**config.mk**
```make
export PLATFORM = sky130hd
export DESIGN_NAME = rng_arbiter
export DESIGN_NICKNAME = d
export VERILOG_FILES = /design/src/rtl/rng_arbiter.sv
export SDC_FILE = /design/constraint.sdc
export NUM_CORES = 1
export LEC_CHECK = 0
export ABC_AREA = 0
export BUFFER_PORTS_ARGS = -buffer_cell sky130_fd_sc_hd__buf_2
export CORE_ASPECT_RATIO = 0.75
export CORE_UTILIZATION = 57
export CTS_BUF_LIST = sky130_fd_sc_hd__clkbuf_2 sky130_fd_sc_hd__clkbuf_4 sky130_fd_sc_hd__clkbuf_8
export CTS_CLUSTER_DIAMETER = 200
export DETAILED_ROUTE_END_ITERATION = 16
export PLACE_DENSITY_LB_ADDON = 0.2
export SLEW_MARGIN = 25
export SYNTH_ARGS = -nofsm -noshare
export SYNTH_HDL_FRONTEND = slang
export SYNTH_SLANG_ARGS = --single-unit
```
**constraint.sdc**
```tcl
create_clock -name clk -period 7.2 [get_ports clk]
set_input_delay 1.44 -clock clk [delete_from_list [all_inputs] [get_ports clk]]
set_output_delay 1.44 -clock clk [all_outputs]
set_load 0.02 [all_outputs]
```
**src/rtl/rng_arbiter.sv**
```systemverilog
// Round-robin arbiter sharing one external 16-bit xorshift PRNG.
// Discards WARMUP values after reset, then delivers one fresh value per grant.
module rng_arbiter #(
  parameter int NUM_REQ = 4,
  parameter int WARMUP  = 8
) (
  input  logic               clk,
  input  logic               rst_n,
  input  logic [NUM_REQ-1:0] req,
  output logic [NUM_REQ-1:0] gnt,
  output logic               rnd_valid,
  output logic [15:0]        rnd_data,
  output logic               ready,
  output logic [15:0]        draw_count,
  output logic               prng_enable,
  input  logic [15:0]        prng_value
);

  localparam int PW = $clog2(NUM_REQ);

  typedef enum logic {
    WARM,
    RUN
  } state_t;

  localparam state_t RST_STATE =
    (WARMUP > 0) ? WARM : RUN;
  localparam logic [7:0] WARM_LAST =
    (WARMUP > 0) ? 8'(WARMUP - 1) : 8'd0;

  state_t             state;
  state_t             state_nx;
  logic [7:0]         warm_cnt;
  logic [7:0]         warm_cnt_nx;
  logic [PW-1:0]      ptr;
  logic [PW-1:0]      ptr_nx;
  logic [PW-1:0]      winner;
  logic               found;
  logic [NUM_REQ-1:0] elig;
  logic [NUM_REQ-1:0] gnt_nx;

  function automatic logic [PW-1:0] wrap_add(
    input logic [PW-1:0] a,
    input int            b
  );
    int s;
    s = int'(a) + b;
    if (s >= NUM_REQ) s = s - NUM_REQ;
    return PW'(s);
  endfunction

  // The requester granted this cycle is masked out of the next decision.
  assign elig = (state == RUN) ? (req & ~gnt) : '0;

  always_comb begin
    winner = '0;
    found  = 1'b0;
    for (int i = 0; i < NUM_REQ; i++) begin
      if (!found && elig[wrap_add(ptr, i)]) begin
        found  = 1'b1;
        winner = wrap_add(ptr, i);
      end
    end
  end

  always_comb begin
    state_nx    = state;
    warm_cnt_nx = warm_cnt;
    ptr_nx      = ptr;
    gnt_nx      = '0;
    prng_enable = 1'b0;
    unique case (state)
      WARM: begin
        prng_enable = 1'b1;
        warm_cnt_nx = warm_cnt + 8'd1;
        if (warm_cnt == WARM_LAST) state_nx = RUN;
      end
      RUN: begin
        if (found) begin
          prng_enable = 1'b1;
          gnt_nx      = NUM_REQ'(1) << winner;
          ptr_nx      = wrap_add(winner, 1);
        end
      end
      default: state_nx = RST_STATE;
    endcase
  end

  always_ff @(posedge clk) begin
    if (!rst_n) begin
      state      <= RST_STATE;
      warm_cnt   <= 8'd0;
      ptr        <= '0;
      gnt        <= '0;
      rnd_data   <= 16'd0;
      draw_count <= 16'd0;
    end else begin
      state    <= state_nx;
      warm_cnt <= warm_cnt_nx;
      ptr      <= ptr_nx;
      gnt      <= gnt_nx;
      if (|gnt_nx) begin
        rnd_data   <= prng_value;
        draw_count <= draw_count + 16'd1;
      end
    end
  end

  assign rnd_valid = |gnt;
  assign ready     = (state == RUN);

endmodule

```
==> metrics.md, run 1 <==
| Metric | Value |
|---|---|
| Status | completed |
| IR Drop Worst-Case VDD | 0.145 mV |
| Post-Route WL | 4500 um |
| Overall Power | 0.000441 W |
| Flop2flop setup slack | 4.30 ns |
| CTS tree | built |
| CP Capture Type | primary output |
| Yosys cell types | 36 |
| Critical path type | primary input to primary output |
| Fmax | 0.253 GHz |
| Sequential-to-total area share from yosys stat | 44.8% |
| CP Buf/Inv Count | 2 |
| Worst-path fanout max | 4 |
| Die ar. | 3940 um^2 |
| First-pass GRT wire length | 7340 um |
| Critical path's top delay family | compound AO/OA/AOI/OAI gates |
| Max-cap violations | 0 |
| Antenna violations before repair | 0 |
| Non-Filler Instances | 354 |
| Worst R2R End | draw_count[15] |
| Slowest cell delay on critical path | 0.55 ns |
| Post-synthesis cell count | 244 |
| Synth top area cells | dfxtp_1 45%, nand2_1 7.5%, a21oi_1 7.4% |
| Area of the multi-input gates | 1100 um^2 |
| Flop pwr share | 59.8% |
| CP dominant cell by count | buf_2 |
| Grt ovf | 0 |
| Share of cells above drive strength 1 | 24.3% |
| Number of inserted diodes | 0 |
| CP Launch Type | primary input |
| Hold WC Path Type | flip-flop to flip-flop |
| R2R cell count | 10 |
| Main synth FF type | dfxtp_1 |
| Most frequent cells in the layout | 60 x buf_2, 47 x dfxtp_1, 42 x nand2_1, 31 x a21oi_1, 14 x nor2_1 |
| Clk sinks | 47 |
| Ys async rst share | 0% |
| Initial DRT Pass Iterations | 4 |
| FF+latch area | 941 um^2 |
| FF-to-FF Start | ptr[0] |
| Hold buffers post-CTS | 0 |
| Syn. warnings | 0 |
| Inst Count DP | 346 |
| Final hold violation count | 0 |
| FILL cells | 269 |
| #FFs+latches synth | 47 |
| Layout area overhead | 19.9% |
| DRC Markers | 0 |
| Number of setup violations in the final report | 0 |
| Placer Congestion | 0.851 |
| Syn_area_per_cell | 8.61 um^2 |
| Post-cts resize count | 0 |
| Cell Chain, Critical Path | buf_2 -> nor2b_1 -> o41ai_2 -> nand2_1 -> buf_2 |
| Worst Path Required | 5.76 ns |
| Antenna Nets Post-Route | 0 |
| RSZ-0062 raised after global routing | false |
| Clock Root Buffer | clkbuf_8 |
| Total number of vias | 1,934 |
| Crit path from | req[3] |
| Setup repair bufs after CTS | 0 |
| Nets | 331 |
| Worst relative slew slack | 45.3% |
| Minimum hold slack | 0.454 ns |
| Min Tclk post-route | 3.95 ns |
| Arr. time, crit path | 2.51 ns |
| Pwr dens | 175 nW/um^2 |
| Post-placement setup slack | 3.18 ns |
| Final Slew Violations | 0 |
| P_sw | 0.000103 W |
| PortBufs | 60 |
| Die Span X | 72.1 um |
| Setup TNS | 0 ns |
| Core footprint | 3400 um^2 |
| Htree depth | 2 |
| Cell taking the most area after synthesis | dfxtp_1 |
| Leak Pwr | 1.05 nW |
| Routed WL per cell | 12.7 um |
| Tot GR Track Use | 24.8% |
| Internal power | 0.000338 W |
| Vias per cell | 5.46 |
| Boundary pin count | 61 |
| Commonest non-fill, non-tap cell in the layout | buf_2 |
| Setup ws final | 3.25 ns |
| Power share of the clock group | 34.9% |
| Largest net degree at the start of global routing | 45 |
| Number of global-route vias before repair | 1,692 |
| Top cell type's share of synthesized area | 44.8% |
| Max clock buf depth | 2 |
| Slew @ Worst Pin | 0.821 ns |
| Die Y | 54.6 um |
| Iteration-0 DRC Markers | 133 |
| Dpl hpwl | 3070 um |
| Worst Skew | 0.00849 ns |
| Initial Utilization | 61.8% |
| Combinational Power Share | 5.2% |
| CTS clk-pin slew, worst paths | 0.08 ns |
| Floorplan row count | 18 |
| Fin crit share | 54.9% |
| Critical path endpoint | prng_enable |
| Post-synth EDFFs | 0 |
| Clk_lat worst skew | 0.31 ns |
| Critical path depth | 5 |
| Slowest CP cell | o41ai_2 |
| Num CTS Buffers | 5 |
| Mapped Nets | 272 |
| Sw Share | 23.4% |
| Mapped Area | 2100 um^2 |
## stage by stage
step | area, um^2 | utilization [%]
floorplan | 2100 | -
global placement | 2440 | 71.7
detailed placement | 2440 | 71.7
CTS | 2520 | 74.1
global route | 2520 | 74.1
finish | 2520 | 74.1
## synth_stat cells (all sizes together) (2+ instances only)
library cell,number
a21oi,31
a311oi,2
and2,5
and3,3
and4,2
buf,4
clkbuf,6
dfxtp,47
ha,6
inv,5
mux2i,3
nand2,42
nand2b,7
nand3,6
nand4,4
nor2,14
nor2b,5
nor3,2
nor3b,3
o21ai,6
o31ai,8
o41ai,2
or3,4
or4,9
xnor2,4
xor2,4
## flip-flops by register name, indices dropped and copies added, names as in the netlist
register / cells
ptr: 2
warm_cnt: 8
ready: 1
gnt: 4
rnd_data: 16
draw_count: 16
## cells by family after synthesis
kind of cell / after synthesis / synth area share (%)
AO/OA/AOI/OAI: 56 / 17.4
XOR/XNOR: 8 / 3.33
adder cells (fa/ha/maj): 6 / 3.57
buffers and inverters: 15 / 2.92
flip-flops: 47 / 44.8
multiplexers: 3 / 1.43
AND/OR/NAND/NOR: 109 / 26.5
## worst min path at each step
stage,cells past startpoint,slack (ns),endpoint,from
CTS,2,0.46,rnd_data[4],rnd_data[4]
detailed placement,2,0.44,rnd_data[4],rnd_data[4]
global placement,2,0.44,rnd_data[13],rnd_data[13]
floorplan,2,0.48,warm_cnt[7],warm_cnt[7]
finish,2,0.45,rnd_data[10],rnd_data[10]
global route,2,0.47,rnd_data[4],rnd_data[4]
## layer usage
layer	global-route usage [%]	routed length (um)	up-vias
met5	0	0	-
met4	13.7	93	0
met3	7.00	336	6
met2	40.2	1970	86
met1	30.6	2100	857
li1	-	-	985
## layout make-up
| class | count | share of cell area (%) |
|---|---|---|
| flip-flops and latches | 47 | 37.3 |
| well taps | 50 | 2.48 |
| clock buffers | 5 | 2.73 |
| multi-input cells | 182 | 43.6 |
| inverters | 5 | 0.744 |
| repair buffers | 62 | 12.5 |
| clock inverters | 3 | 0.596 |
## worst reg2reg max path: stages (launching register included)
cell       delay, ns
dfxtp_1         0.37
nor3b_1         0.41
a311oi_1        0.10
o2111ai_1       0.36
inv_1           0.12
ha_1            0.24
o41ai_2         0.41
a41o_1          0.14
buf_4           0.35
nor4_1          0.13
o21a_1          0.18
## power by group through the flow
| stage | Sequential (W) | Combinational [W] | Clock, W |
|---|---|---|---|
| 2_1_floorplan | 0.000270 | 0.0000129 | 0 |
| 3_3_place_gp | 0.000270 | 0.0000223 | 0 |
| 3_5_place_dp | 0.000270 | 0.0000229 | 0 |
| 4_1_cts | 0.000264 | 0.0000230 | 0.000157 |
| 5_1_grt | 0.000265 | 0.0000256 | 0.000166 |
| 6_report | 0.000264 | 0.0000231 | 0.000154 |
(Power assumes the default switching activity.)
==> run 2, diff against run 1 <==
- CORE_UTILIZATION: 57 -> 48
- clock period: 7.2 -> 3.2 ns (I/O delays scaled with it)
==> run 2 against run 1 <==
Compared with the run above: sequential share of layout area down 0.71 points; cell area increased by 1.9%; global-route usage shrank 4.4 points; clock skew fell by 0.0014 ns; flip-flop and latch count unchanged; worst hold slack improved by 0.00075 ns; critical path depth rose by 6; routed wire length barely moved; power increased by 130%; cell count grew 2.0%; critical endpoint is now draw_count[13].
==> metrics.md, run 2 (synthesized netlist as in run 1, its figures left out) <==
| Metric | Value |
|---|---|
| Clk sinks | 47 |
| CTS tree | built |
| Total number of vias | 1,926 |
| CP Capture Type | flip-flop |
| Core footprint | 4130 um^2 |
| Placer Congestion | 0.860 |
| DRC Markers | 0 |
| Final Slew Violations | 0 |
| Largest net degree at the start of global routing | 45 |
| Most frequent cells in the layout | 60 x buf_2, 47 x dfxtp_1, 42 x nand2_1, 31 x a21oi_1, 14 x nor2_1 |
| Layout area overhead | 22.3% |
| Number of inserted diodes | 0 |
| Tot GR Track Use | 20.4% |
| Num CTS Buffers | 5 |
| Setup TNS | 0 ns |
| Post-Route WL | 4500 um |
| Initial DRT Pass Iterations | 4 |
| Vias per cell | 5.34 |
| Floorplan row count | 20 |
| IR Drop Worst-Case VDD | 0.264 mV |
| Hold WC Path Type | flip-flop to flip-flop |
| Inst Count DP | 353 |
| Max-cap violations | 0 |
| Worst relative slew slack | 62.0% |
| Top flop regs | draw_count x16, rnd_data x16, warm_cnt x8 |
| Htree depth | 2 |
| Leak Pwr | 1.07 nW |
| Fin crit share | 85.5% |
| Commonest non-fill, non-tap cell in the layout | buf_2 |
| Fmax | 0.365 GHz |
| Initial Utilization | 50.9% |
| Number of setup violations in the final report | 0 |
| FILL cells | 383 |
| Clk_lat worst skew | 0.30 ns |
| Die ar. | 4650 um^2 |
| Min Tclk post-route | 2.74 ns |
| Dpl hpwl | 3170 um |
| Hold path depth | 2 |
| Routed WL per cell | 12.5 um |
| CP Launch Type | primary input |
| Slew @ Worst Pin | 0.564 ns |
| Pwr dens | 399 nW/um^2 |
| Worst Path Required | 3.43 ns |
| Post-cts resize count | 0 |
| Boundary pin count | 61 |
| Hold buffers post-CTS | 0 |
| Antenna violations before repair | 0 |
| First-pass GRT wire length | 7340 um |
| Die Y | 59.3 um |
| Max clock buf depth | 2 |
| Number of global-route vias before repair | 1,686 |
| Iteration-0 DRC Markers | 83 |
| Final hold violation count | 0 |
| Antenna Nets Post-Route | 0 |
| Critical path type | primary input to flip-flop |
| CTS clk-pin slew, worst paths | 0.09 ns |
| Grt ovf | 0 |
| Non-Filler Instances | 361 |
| Setup repair bufs after CTS | 0 |
| Arr. time, crit path | 2.97 ns |
| Worst-path fanout max | 44 |
| Nets | 333 |
| Clock Root Buffer | clkbuf_8 |
| Worst Skew | 0.00714 ns |
| Share of cells above drive strength 1 | 24.8% |
| Minimum hold slack | 0.454 ns |
| Die Span X | 78.4 um |
| PortBufs | 60 |
| RSZ-0062 raised after global routing | false |
| R2R cell count | 10 |
| Flop2flop setup slack | 0.49 ns |
| Status | completed |
-- run 2: cell count changes in the layout (fill, tap and decap cells not counted) --
cell / before / now
clkinv_2: 3 / 0
buf_12: 0 / 1
buf_4: 2 / 3
clkbuf_4: 0 / 1
clkbuf_8: 5 / 6
clkinv_4: 0 / 1
-- run 2: where the power goes --
part	switching [W]	internal (W)
combinational	0.0000307	0.0000222
sequential	0.00000459	0.000589
clock	0.000193	0.000186
total	0.000228	0.000797
-- run 2: layout make-up --
| class | instances | area, um^2 | share of cell area, % |
|---|---|---|---|
| clock buffer | 7 | 90.1 | 3.51 |
| clock inverter | 1 | 8.76 | 0.341 |
| inverter | 5 | 18.8 | 0.730 |
| multi-input combinational | 182 | 1100 | 42.8 |
| sequential | 47 | 941 | 36.6 |
| tap | 55 | 68.8 | 2.68 |
| timing repair buffer | 64 | 343 | 13.3 |
-- run 2: final timing paths --
check	startpoint	to
worst max register to register	gnt[1]	draw_count[13]
worst min-delay path	rnd_data[2]	rnd_data[2]
worst max-delay path	req[2]	draw_count[13]
worst min register to register	rnd_data[2]	rnd_data[2]
-- run 2: layer usage --
| metal | up-vias | global-route usage (%) | wire length (um) |
|---|---|---|---|
| met3 | 5 | 6.92 | 353 |
| met4 | 0 | 8.73 | 42 |
| li1 | 992 | - | - |
| met1 | 863 | 27.5 | 2220 |
| met5 | - | 0 | 0 |
| met2 | 66 | 29.9 | 1880 |
-- run 2: stage by stage --
step	total power (W)	worst slack, ns	area (um^2)	util, %
floorplan	0.000638	0.363	2100	-
global placement	0.000660	0.249	2470	59.8
detailed placement	0.000661	0.201	2470	59.8
CTS	0.00104	0.486	2570	62.2
global route	0.00107	0.340	2570	62.2
finish	0.00103	0.463	2570	62.2
-- run 2: critical path, cell delays in order --
cell       delay, ns
buf_2           0.11
nor2b_1         0.14
a311oi_1        0.29
o2111ai_1       0.25
inv_1           0.15
ha_1            0.18
o41ai_2         0.10
a41o_1          0.24
buf_12          0.18
or4_1           0.51
a21oi_1         0.16
==> run 3, diff against run 2 <==
- CTS_BUF_LIST: sky130_fd_sc_hd__clkbuf_2 sky130_fd_sc_hd__clkbuf_4 sky130_fd_sc_hd__clkbuf_8 -> sky130_fd_sc_hd__clkbuf_8
==> run 3 against run 2 <==
Compared with the run above: flip-flop and latch count unchanged; sequential share of layout area up 0.054 points; clock-buffer cell count fell by 1; die area is the same; worst hold slack barely moved; via count up 0.83%; critical endpoint unchanged; largest power group unchanged.
==> metrics.md, run 3 (synthesized netlist as in run 1, its figures left out) <==
| Metric | Value |
|---|---|
| Status | completed |
| Hold path endpoint | rnd_data[2] |
| Worst Path Required | 3.44 ns |
| Hold WC Path Type | flip-flop to flip-flop |
| Boundary pin count | 61 |
| Layout area overhead | 22.1% |
| Min Tclk post-route | 2.73 ns |
| Fmax | 0.366 GHz |
| Core footprint | 4130 um^2 |
| Leak Pwr | 1.07 nW |
| Placer Congestion | 0.860 |
| Number of global-route vias before repair | 1,693 |
| Internal power | 0.000786 W |
| Critical path type | primary input to flip-flop |
| First-pass GRT wire length | 7370 um |
| DRC Markers | 0 |
| R2R cell count | 10 |
| Dpl hpwl | 3170 um |
| Post-layout util | 62.2% |
| Top flop regs | draw_count x16, rnd_data x16, warm_cnt x8 |
| Iteration-0 DRC Markers | 95 |
| Worst relative slew slack | 61.5% |
| Sw Share | 22.8% |
| Vias per cell | 5.38 |
| Clk sinks | 47 |
| P_sw | 0.000232 W |
| Setup TNS | 0 ns |
| Commonest non-fill, non-tap cell in the layout | buf_2 |
| Number of setup violations in the final report | 0 |
| RSZ-0062 raised after global routing | false |
| Number of inserted diodes | 0 |
| Grt ovf | 0 |
| IR Drop Worst-Case VDD | 0.264 mV |
| Hold buffers post-CTS | 0 |
| Floorplan row count | 20 |
| Hold path depth | 2 |
| Nets | 333 |
| Fin crit share | 85.4% |
| Final hold violation count | 0 |
| Flop2flop setup slack | 0.48 ns |
| Worst-path fanout max | 44 |
| Combinational Power Share | 5.2% |
| Clock Root Buffer | clkbuf_8 |
| Most frequent cells in the layout | 60 x buf_2, 47 x dfxtp_1, 42 x nand2_1, 31 x a21oi_1, 14 x nor2_1 |
| Setup repair bufs after CTS | 0 |
| Post-cts resize count | 0 |
| PortBufs | 60 |
| Max clock buf depth | 2 |
| Slew @ Worst Pin | 0.572 ns |
| Arr. time, crit path | 2.97 ns |
| Post-Route WL | 4480 um |
| Worst R2R End | draw_count[13] |
| Setup ws final | 0.469 ns |
| Antenna violations before repair | 0 |
| Largest net degree at the start of global routing | 45 |
| Total number of vias | 1,942 |
| Max-cap violations | 0 |
| Initial DRT Pass Iterations | 4 |
| Initial Utilization | 50.9% |
| Routed WL per cell | 12.4 um |
| Tot GR Track Use | 20.4% |
| FF-to-FF Start | gnt[1] |
| Pwr dens | 397 nW/um^2 |
| Final instance area | 2570 um^2 |
| Post-placement setup slack | 0.201 ns |
| Die Y | 59.3 um |
| Flop pwr share | 58.4% |
| Die Span X | 78.4 um |
| Htree depth | 2 |
| Num CTS Buffers | 5 |
| Die ar. | 4650 um^2 |
| Share of cells above drive strength 1 | 24.5% |
| HP Start | rnd_data[2] |
| Overall Power | 0.00102 W |
| CP Launch Type | primary input |
| Antenna Nets Post-Route | 0 |
| CTS tree | built |
| Worst Skew | 0.00880 ns |
| Power share of the clock group | 36.4% |
| CTS clk-pin slew, worst paths | 0.09 ns |
| CP Capture Type | flip-flop |
| Clk_lat worst skew | 0.30 ns |
| Placed Area | 2470 um^2 |
| Final Slew Violations | 0 |
## run 3: layout make-up
type	instances	area, um^2
Sequential cell	47	941
Tap cell	55	68.8
Timing Repair Buffer	64	343
Fill cell	383	1560
Clock buffer	6	82.6
Inverter	5	18.8
Clock inverter	2	12.5
Multi-Input combinational cell	182	1100
## run 3: worst max-delay path: stages
cell and delay [ns]:
buf_2 0.11, nor2b_1 0.14, a311oi_1 0.29, o2111ai_1 0.25, inv_1 0.15, ha_1 0.18
o41ai_2 0.10, a41o_1 0.24, buf_12 0.18, or4_1 0.51, a21oi_1 0.15
## run 3: worst max-delay path by stage
stage                     startpoint             end  slack, ns  cells past startpoint
after global routing          req[0]   draw_count[8]       0.34                     11
after detailed placement      req[0]  draw_count[13]       0.20                     10
after global placement        req[2]  draw_count[13]       0.25                     11
after floorplan               req[0]   draw_count[8]       0.36                     11
final                         req[2]  draw_count[13]       0.47                     11
after CTS                     req[2]  draw_count[13]       0.49                     11
## run 3: metal layers
| metal | vias up | wire, um | share of wire (%) | global-route usage, % |
|---|---|---|---|---|
| li1 | 994 | - | - | - |
| met1 | 878 | 2230 | 50 | 27.3 |
| met2 | 64 | 1870 | 42 | 30.3 |
| met3 | 6 | 354 | 7.9 | 6.92 |
| met4 | 0 | 27 | 0.60 | 8.73 |
| met5 | - | 0 | 0 | 0 |
## run 3: power by group through the flow
stage	Clock, W	Combinational, W	Sequential (W)
after CTS	0.000379	0.0000531	0.000594
final	0.000371	0.0000530	0.000594
after floorplan	0	0.0000291	0.000608
after detailed placement	0	0.0000528	0.000608
after global placement	0	0.0000522	0.000608
after global routing	0.000401	0.0000593	0.000595
## run 3: per-stage QoR
step,instances,hold slack [ns]
6_report,361,0.455
5_1_grt,361,0.480
4_1_cts,361,0.456
3_5_place_dp,353,0.444
3_3_place_gp,353,0.438
2_1_floorplan,244,0.481
